==> src/rtl/uart_pkg.sv <==
// Shared definitions for the UART receive path.
//   - FSM state encodings (3-bit, legacy-compatible localparams)
//   - parity mode constants
//   - expected_parity(): parity bit a transmitter would append to a byte
package uart_pkg;

    localparam int unsigned PARITY_NONE = 0;
    localparam int unsigned PARITY_ODD  = 1;
    localparam int unsigned PARITY_EVEN = 2;

    localparam logic [2:0] ST_IDLE   = 3'd0;
    localparam logic [2:0] ST_START  = 3'd1;
    localparam logic [2:0] ST_DATA   = 3'd2;
    localparam logic [2:0] ST_PARITY = 3'd3;
    localparam logic [2:0] ST_STOP   = 3'd4;
    localparam logic [2:0] ST_BREAK  = 3'd5;

    // Unused upper data bits must be zero so they do not disturb the XOR.
    function automatic logic expected_parity(input logic [7:0] d, input int unsigned mode);
        return (mode == PARITY_ODD) ? ~^d : ^d;
    endfunction

endpackage

==> src/rtl/uart_baud_tick.sv <==
// Oversample and bit-period tick generator (shared by the RX and TX sides).
// Ports:
//   clk, rstn     clock, async active-low reset
//   en_i          low = synchronous clear of both counters
//   baud_div_i    clk cycles per oversample tick, 0 treated as 1, sampled live
//   ostick_o      one-cycle pulse per oversample tick
//   bit_tick_o    one-cycle pulse every OVERSAMPLE osticks, free-running
module uart_baud_tick #(
    parameter int unsigned OVERSAMPLE = 16
) (
    input  logic        clk,
    input  logic        rstn,
    input  logic        en_i,
    input  logic [15:0] baud_div_i,
    output logic        ostick_o,
    output logic        bit_tick_o
);

    localparam int unsigned OS_W = $clog2(OVERSAMPLE);

    logic [15:0]     div_cnt_q, div_cnt_d;
    logic [OS_W-1:0] os_cnt_q, os_cnt_d;
    logic            ostick_q, ostick_d;
    logic            bit_tick_q, bit_tick_d;
    logic [15:0]     term_c;
    logic            wrap_c;

    // Comparing with >= lets a shrinking baud_div wrap a counter already past the new terminal.
    always_comb begin
        term_c     = (baud_div_i == 16'd0) ? 16'd0 : baud_div_i - 16'd1;
        wrap_c     = (div_cnt_q >= term_c);
        div_cnt_d  = wrap_c ? 16'd0 : div_cnt_q + 16'd1;
        ostick_d   = wrap_c;
        os_cnt_d   = os_cnt_q;
        bit_tick_d = 1'b0;
        if (ostick_q) begin
            if (os_cnt_q == OS_W'(OVERSAMPLE - 1)) begin
                os_cnt_d   = '0;
                bit_tick_d = 1'b1;
            end else begin
                os_cnt_d = os_cnt_q + OS_W'(1);
            end
        end
        if (!en_i) begin
            div_cnt_d  = '0;
            os_cnt_d   = '0;
            ostick_d   = 1'b0;
            bit_tick_d = 1'b0;
        end
    end

    always_ff @(posedge clk or negedge rstn) begin
        if (!rstn) begin
            div_cnt_q  <= '0;
            os_cnt_q   <= '0;
            ostick_q   <= 1'b0;
            bit_tick_q <= 1'b0;
        end else begin
            div_cnt_q  <= div_cnt_d;
            os_cnt_q   <= os_cnt_d;
            ostick_q   <= ostick_d;
            bit_tick_q <= bit_tick_d;
        end
    end

    assign ostick_o   = ostick_q;
    assign bit_tick_o = bit_tick_q;

endmodule

==> src/rtl/uart_rx_frame.sv <==
// UART receive framer with oversampling and 3-sample majority vote.
// Ports:
//   clk, rstn     clock, async active-low reset
//   en            low = synchronous clear to idle
//   baud_div      clk cycles per oversample tick (0 treated as 1)
//   rxd           asynchronous serial input, idle high
//   data          last received byte, LSB-aligned, held until next valid
//   valid         one-cycle strobe qualifying data/parity_err/frame_err
//   parity_err    parity mismatch for the current valid
//   frame_err     first stop bit sampled low for the current valid
//   bit_tick      free-running bit-period pulse
//   busy          FSM not idle
module uart_rx_frame
    import uart_pkg::*;
#(
    parameter int unsigned OVERSAMPLE = 16,
    parameter int unsigned DATA_BITS  = 8,
    parameter int unsigned PARITY     = 0,
    parameter int unsigned STOP_BITS  = 1
) (
    input  logic        clk,
    input  logic        rstn,
    input  logic        en,
    input  logic [15:0] baud_div,
    input  logic        rxd,
    output logic [7:0]  data,
    output logic        valid,
    output logic        parity_err,
    output logic        frame_err,
    output logic        bit_tick,
    output logic        busy
);

    localparam int unsigned PH_W     = $clog2(OVERSAMPLE);
    localparam int unsigned HALF     = OVERSAMPLE / 2;
    localparam logic [PH_W-1:0] PH_RESOLVE = PH_W'(HALF + 1);
    localparam logic [PH_W-1:0] PH_LAST    = PH_W'(OVERSAMPLE - 1);

    // Only the first stop bit is examined; a second one needs no receiver logic.
    if (STOP_BITS != 1 && STOP_BITS != 2) begin : g_bad_stop_bits
    end

    logic            ostick;
    logic            rx_meta_q, rx_meta_d;
    logic            rxs_q, rxs_d;
    logic            rxs_prev_q, rxs_prev_d;
    logic [2:0]      state_q, state_d;
    logic [PH_W-1:0] phase_q, phase_d;
    logic [1:0]      smp_q, smp_d;
    logic [3:0]      bit_cnt_q, bit_cnt_d;
    logic [7:0]      shift_q, shift_d;
    logic            par_err_q, par_err_d;
    logic [PH_W-1:0] brk_cnt_q, brk_cnt_d;
    logic [7:0]      data_q, data_d;
    logic            valid_q, valid_d;
    logic            parity_err_q, parity_err_d;
    logic            frame_err_q, frame_err_d;
    logic            busy_q, busy_d;

    logic            fall_c, vote_c, resolve_c, in_frame_c;
    logic [7:0]      shift_in_c;

    uart_baud_tick #(
        .OVERSAMPLE (OVERSAMPLE)
    ) u_baud_tick (
        .clk        (clk),
        .rstn       (rstn),
        .en_i       (en),
        .baud_div_i (baud_div),
        .ostick_o   (ostick),
        .bit_tick_o (bit_tick)
    );

    // Next-state: synchroniser, sampling, FSM and output latches.
    always_comb begin
        rx_meta_d    = rxd;
        rxs_d        = rx_meta_q;
        rxs_prev_d   = rxs_q;
        state_d      = state_q;
        phase_d      = phase_q;
        smp_d        = smp_q;
        bit_cnt_d    = bit_cnt_q;
        shift_d      = shift_q;
        par_err_d    = par_err_q;
        brk_cnt_d    = brk_cnt_q;
        data_d       = data_q;
        valid_d      = 1'b0;
        parity_err_d = parity_err_q;
        frame_err_d  = frame_err_q;

        fall_c     = rxs_prev_q & ~rxs_q;
        // Samples at phases H-1 and H are in smp_q; phase H+1 is the live rxs.
        vote_c     = (smp_q[1] & smp_q[0]) | (smp_q[1] & rxs_q) | (smp_q[0] & rxs_q);
        resolve_c  = ostick && (phase_q == PH_RESOLVE);
        in_frame_c = (state_q == ST_START) || (state_q == ST_DATA) ||
                     (state_q == ST_PARITY) || (state_q == ST_STOP);

        shift_in_c                = shift_q >> 1;
        shift_in_c[DATA_BITS - 1] = vote_c;

        // Phase runs continuously across the frame; each wrap starts the next bit.
        if (in_frame_c && ostick) begin
            smp_d   = {smp_q[0], rxs_q};
            phase_d = (phase_q == PH_LAST) ? '0 : phase_q + PH_W'(1);
        end

        case (state_q)
            ST_IDLE: begin
                if (fall_c) begin
                    state_d   = ST_START;
                    phase_d   = '0;
                    bit_cnt_d = '0;
                    shift_d   = '0;
                    par_err_d = 1'b0;
                end
            end
            ST_START: begin
                if (resolve_c) begin
                    state_d = vote_c ? ST_IDLE : ST_DATA;
                end
            end
            ST_DATA: begin
                if (resolve_c) begin
                    shift_d   = shift_in_c;
                    bit_cnt_d = bit_cnt_q + 4'd1;
                    if (bit_cnt_q == 4'(DATA_BITS - 1)) begin
                        state_d = (PARITY != PARITY_NONE) ? ST_PARITY : ST_STOP;
                    end
                end
            end
            ST_PARITY: begin
                if (resolve_c) begin
                    par_err_d = vote_c ^ expected_parity(shift_q, PARITY);
                    state_d   = ST_STOP;
                end
            end
            ST_STOP: begin
                if (resolve_c) begin
                    valid_d      = 1'b1;
                    data_d       = shift_q;
                    parity_err_d = (PARITY != PARITY_NONE) ? par_err_q : 1'b0;
                    frame_err_d  = ~vote_c;
                    if (!vote_c) begin
                        state_d   = ST_BREAK;
                        brk_cnt_d = '0;
                    end else if (fall_c) begin
                        // Next start edge coincides with this stop sample.
                        state_d   = ST_START;
                        phase_d   = '0;
                        bit_cnt_d = '0;
                        shift_d   = '0;
                        par_err_d = 1'b0;
                    end else begin
                        state_d = ST_IDLE;
                    end
                end
            end
            ST_BREAK: begin
                // Line must stay high for a full bit time before re-arming.
                if (ostick) begin
                    if (!rxs_q) begin
                        brk_cnt_d = '0;
                    end else if (brk_cnt_q == PH_LAST) begin
                        brk_cnt_d = '0;
                        state_d   = ST_IDLE;
                    end else begin
                        brk_cnt_d = brk_cnt_q + PH_W'(1);
                    end
                end
            end
            default: state_d = ST_IDLE;
        endcase

        if (!en) begin
            rx_meta_d    = 1'b1;
            rxs_d        = 1'b1;
            rxs_prev_d   = 1'b1;
            state_d      = ST_IDLE;
            phase_d      = '0;
            smp_d        = '1;
            bit_cnt_d    = '0;
            shift_d      = '0;
            par_err_d    = 1'b0;
            brk_cnt_d    = '0;
            data_d       = '0;
            valid_d      = 1'b0;
            parity_err_d = 1'b0;
            frame_err_d  = 1'b0;
        end

        busy_d = (state_d != ST_IDLE);
    end

    always_ff @(posedge clk or negedge rstn) begin
        if (!rstn) begin
            rx_meta_q    <= 1'b1;
            rxs_q        <= 1'b1;
            rxs_prev_q   <= 1'b1;
            state_q      <= ST_IDLE;
            phase_q      <= '0;
            smp_q        <= '1;
            bit_cnt_q    <= '0;
            shift_q      <= '0;
            par_err_q    <= 1'b0;
            brk_cnt_q    <= '0;
            data_q       <= '0;
            valid_q      <= 1'b0;
            parity_err_q <= 1'b0;
            frame_err_q  <= 1'b0;
            busy_q       <= 1'b0;
        end else begin
            rx_meta_q    <= rx_meta_d;
            rxs_q        <= rxs_d;
            rxs_prev_q   <= rxs_prev_d;
            state_q      <= state_d;
            phase_q      <= phase_d;
            smp_q        <= smp_d;
            bit_cnt_q    <= bit_cnt_d;
            shift_q      <= shift_d;
            par_err_q    <= par_err_d;
            brk_cnt_q    <= brk_cnt_d;
            data_q       <= data_d;
            valid_q      <= valid_d;
            parity_err_q <= parity_err_d;
            frame_err_q  <= frame_err_d;
            busy_q       <= busy_d;
        end
    end

    assign data       = data_q;
    assign valid      = valid_q;
    assign parity_err = parity_err_q;
    assign frame_err  = frame_err_q;
    assign busy       = busy_q;

endmodule

==> config.mk <==
export PLATFORM = sky130hd
export DESIGN_NAME = uart_rx_frame
export DESIGN_NICKNAME = d
export VERILOG_FILES = /design/src/rtl/uart_pkg.sv /design/src/rtl/uart_baud_tick.sv /design/src/rtl/uart_rx_frame.sv
export SDC_FILE = /design/constraint.sdc
export NUM_CORES = 1
export LEC_CHECK = 0
export ABC_AREA = 1
export BUFFER_PORTS_ARGS = -buffer_cell sky130_fd_sc_hd__buf_2
export CAP_MARGIN = 30
export CORE_UTILIZATION = 60
export CTS_CLUSTER_SIZE = 12
export DETAILED_ROUTE_END_ITERATION = 8
export PLACE_DENSITY_LB_ADDON = 0.3
export SYNTH_ARGS = -nofsm -noshare
export SYNTH_HDL_FRONTEND = slang
export SYNTH_SLANG_ARGS = --single-unit
==> constraint.sdc <==
create_clock -name clk -period 3.1 [get_ports clk]
set_input_delay 0.155 -clock clk [delete_from_list [all_inputs] [get_ports clk]]
set_output_delay 0.155 -clock clk [all_outputs]
set_load 0.05 [all_outputs]
==> metrics.md <==
| Metric | Value |
|---|---|
| Initial core utilization | 0.640 |
| Fillers | 486 |
| Total Power | 1.79 mW |
| Minimum clock period | 2.11 ns |
| Hold_buf cts | 2 |
| Reg2reg start | rxs_q$_DFF_PN1_ |
| Leakage | around 2.3 nW |
| # nets final | 608 |
| Placed Cells | between 600 and 700 |
| #FFs+latches synth | between 60 and 70 |
| Routed Antenna Nets | 0 |
| Die height | 82.4 um |
| R2R Path End | phase_q[1]$_DFF_PN0_ |
| Gpl congestion | 0.871 |
| Footprint of the multi-input gates | 2080 um^2 |
| Synth-to-Final Area Change | 12.3% |
| DP Wirelength | slightly above 6000 um |
| Final WL | roughly 8500 um |
| Crit-path max FO | 17 |
| Tcrit/Tclk final | 0.681 |
| Routed vias | 3570 |
| # diodes | 0 |
| Worst-path clk slew | 0.07 ns |
| DRT Pass-1 Iters | 5 |
| TritonCTS buffer count | 9 |
| Startpoint Class | input pin |
| FF+latch area | 1530 um^2 |
| Synth Net Count | between 500 and 600 |
| Distinct cells, synth | 39 |
| Fmax | 474 MHz |
| Largest net degree at the start of global routing | 45 |
| Synth top area share | 0.361 |
| Root buffer cell | clkbuf_8 |
| Pins Over Slew Limit | 0 |
| CTS resizes | 0 |
| Status | finished, final reports clean |
| Syn avg cell area | roughly 7.4 um^2 |
| CP Class | input pin to register |
| Setup slack, reg-to-reg | 1.16 ns |
| Max Buffers Root-to-Sink | 2 |
| Worst vdd ir | a little over 300 uV |
| Setup Skew | 0.0149 ns |
| Worst Setup EP | u_baud_tick.div_cnt_q[6]$_DFF_PN0_ |
| CTS sink count | 61 |
| Finished Layout Cells | 644 |
| CP endpoint kind | register |
| HP Class | input pin to asynchronous set/reset pin |
| Max-cap violations | 0 |
| Post-route core utilization | 0.719 |
| GRT Util Overall | 0.288 |
| DRC Markers | 0 |
| Relative slew slack | 0.470 |
| Post-CTS Setup Bufs | 0 |
| CP Data Arrival Time | 2.33 ns |
| Vias in the first global route | 3348 |
| Vias/cell | between 5 and 6 |
| Die Area | 6790 um^2 |
| Slew of the pin with the lowest slew margin | 0.791 ns |
| Clk_lat worst skew | 0.35 ns |
| Setup TNS | 0 ns |
| CTS tree | done |
| Data required time of the worst path | 3.32 ns |
| # rows | 28 |
| Initial antenna violation count | 0 |
| Cell type with the largest total area after synthesis | dfrtp_1 |
| Post-Syn Area | 3880 um^2 |
| Final Setup Violations | 0 |
| CTS H-tree lvls | 3 |
| Power per cell area | 411 nW/um^2 |
| Core Box Area | 6060 um^2 |
| I/O pin count | 33 |
| Die width | 82.4 um |
| FF-to-FF path depth | 6 |
| Final hold violation count | 0 |
| DR WL/cell | between 10 and 15 um |
| First-pass GRT wire length | 14600 um |
| Register area share after synthesis | 0.395 |
| Top post-synthesis cells by area | dfrtp_1 36%, nand2_1 14%, ha_1 7.7% |
| Synth Instances | about 530 |
| Crit path from | baud_div[0] |
| RSZ-0062 raised after global routing | no |
| Ys Warns | 0 |
| Congestion Overflow GR | 0 |
| Iter 0 DRT Violations | 213 |
| Port buffer count | 31 |
| Share of cells above drive strength 1 | 0.167 |
[routing by layer]
layer | GRT usage | wire length, um | up-vias
li1 | - | - | 1776
met1 | 0.349 | 3720 | 1644
met2 | 0.494 | 4120 | 123
met3 | 0.0407 | 402 | 27
met4 | 0.154 | 259 | 0
met5 | 0 | 0 | -
[state kept, by name, indices dropped and copies added, names as in the netlist, 2 cells and up]
| name | flops |
|---|---|
| data | 8 |
| bit_cnt_q | 4 |
| brk_cnt_q | 4 |
| smp_q | 2 |
| phase_q | 4 |
| u_baud_tick.div_cnt_q | 16 |
| shift_q | 8 |
| u_baud_tick.os_cnt_q | 4 |
| state_q | 3 |
[power breakdown]
group,total (mW),internal [mW],switching (mW)
logic,0.186,0.0606,0.125
registers,0.821,0.810,0.0103
clock network,0.782,0.452,0.330
total,1.79,1.32,0.466
[cells in the mapped netlist, drive strengths merged]
cell    count
nor3        7
a21o        1
a21oi      15
a22o        1
xnor2       2
a31o        1
nand3      56
nand4      10
and2        2
xor2        9
ha         24
o21bai      2
a31oi       1
o211ai      1
o21ai      32
nor2       71
inv        51
conb        1
clkinv      2
nand2     151
nand3b      4
clkbuf      3
or2         8
dfstp       5
buf         8
nor4        1
dfrtp      56
[layout make-up]
type,count,area share
flip-flops and latches,61,0.352
inverters,53,0.0460
well taps,75,0.0215
multi-input cells,400,0.478
clock buffers,10,0.0293
repair buffers,39,0.0534
clock inverters,6,0.0204
[cell usage in the layout, fill, tap and decap left out, drive strengths merged]
cell type / netlist / layout
dlygate4sd3: 0 / 2
clkinvlp: 0 / 2
or2: 8 / 8
conb: 1 / 1
a21o: 1 / 1
nor3: 7 / 7
a21oi: 15 / 15
and2: 2 / 2
ha: 24 / 24
clkinv: 2 / 4
o211ai: 1 / 1
a31o: 1 / 1
dfrtp: 56 / 56
buf: 8 / 37
dfstp: 5 / 5
xnor2: 2 / 2
nand4: 10 / 10
bufinv: 0 / 2
a31oi: 1 / 1
a22o: 1 / 1
nor4: 1 / 1
o21bai: 2 / 2
inv: 51 / 51
xor2: 9 / 9
nand3: 56 / 56
nand2: 151 / 151
nor2: 71 / 71
o21ai: 32 / 32
nand3b: 4 / 4
clkbuf: 3 / 10
[kinds of logic (layout without fill, tap and decap cells)]
family,Yosys count,after routing,share of synthesized area
adder cells (fa/ha/maj),24,24,0.0774
other,1,1,0.000967
buffers and inverters,64,108,0.0687
AO/OA/AOI/OAI,54,54,0.0906
AND/OR/NAND/NOR,310,310,0.342
XOR/XNOR,11,11,0.0248
flip-flops,61,61,0.395
[stage by stage]
step                instance area, um^2  setup WS [ns]  hold slack [ns]
floorplan                          3880          0.901           -0.141
global placement                   4100          0.679            0.347
detailed placement                 4100          0.627            0.352
CTS                                4340          0.989            0.220
global route                       4360          0.735            0.146
finish                             4360          0.990            0.143
[worst min path at each step]
stage               start                  endpoint  slack, ns  depth (start not counted)
detailed placement    rxd       rx_meta_q$_DFF_PN1_       0.35                          2
global route         rstn  brk_cnt_q[0]$_DFFE_PN0P_       0.15                          2
global placement     rstn  brk_cnt_q[0]$_DFFE_PN0P_       0.35                          1
finish               rstn  brk_cnt_q[0]$_DFFE_PN0P_       0.14                          2
floorplan            rstn  bit_cnt_q[0]$_DFFE_PN0P_      -0.14                          0
CTS                    en      state_q[1]$_DFF_PN0_       0.22                          3
[worst max-delay path: stages]
cell and delay (ns):
buf_2 0.10, inv_1 0.05, ha_1 0.21, nand3_1 0.08, nor2_1 0.04, nand2_1 0.34
inv_1 0.10, or2_1 0.23, ha_1 0.29, nand2_1 0.05, nand2_1 0.05, nand2_1 0.04
nand2_1 0.06, nand2_1 0.05, nand2_1 0.08, nand2_1 0.05, nand3_1 0.07, buf_4 0.22
nor2_1 0.07
No activity file was read; power rests on OpenSTA's default activity.
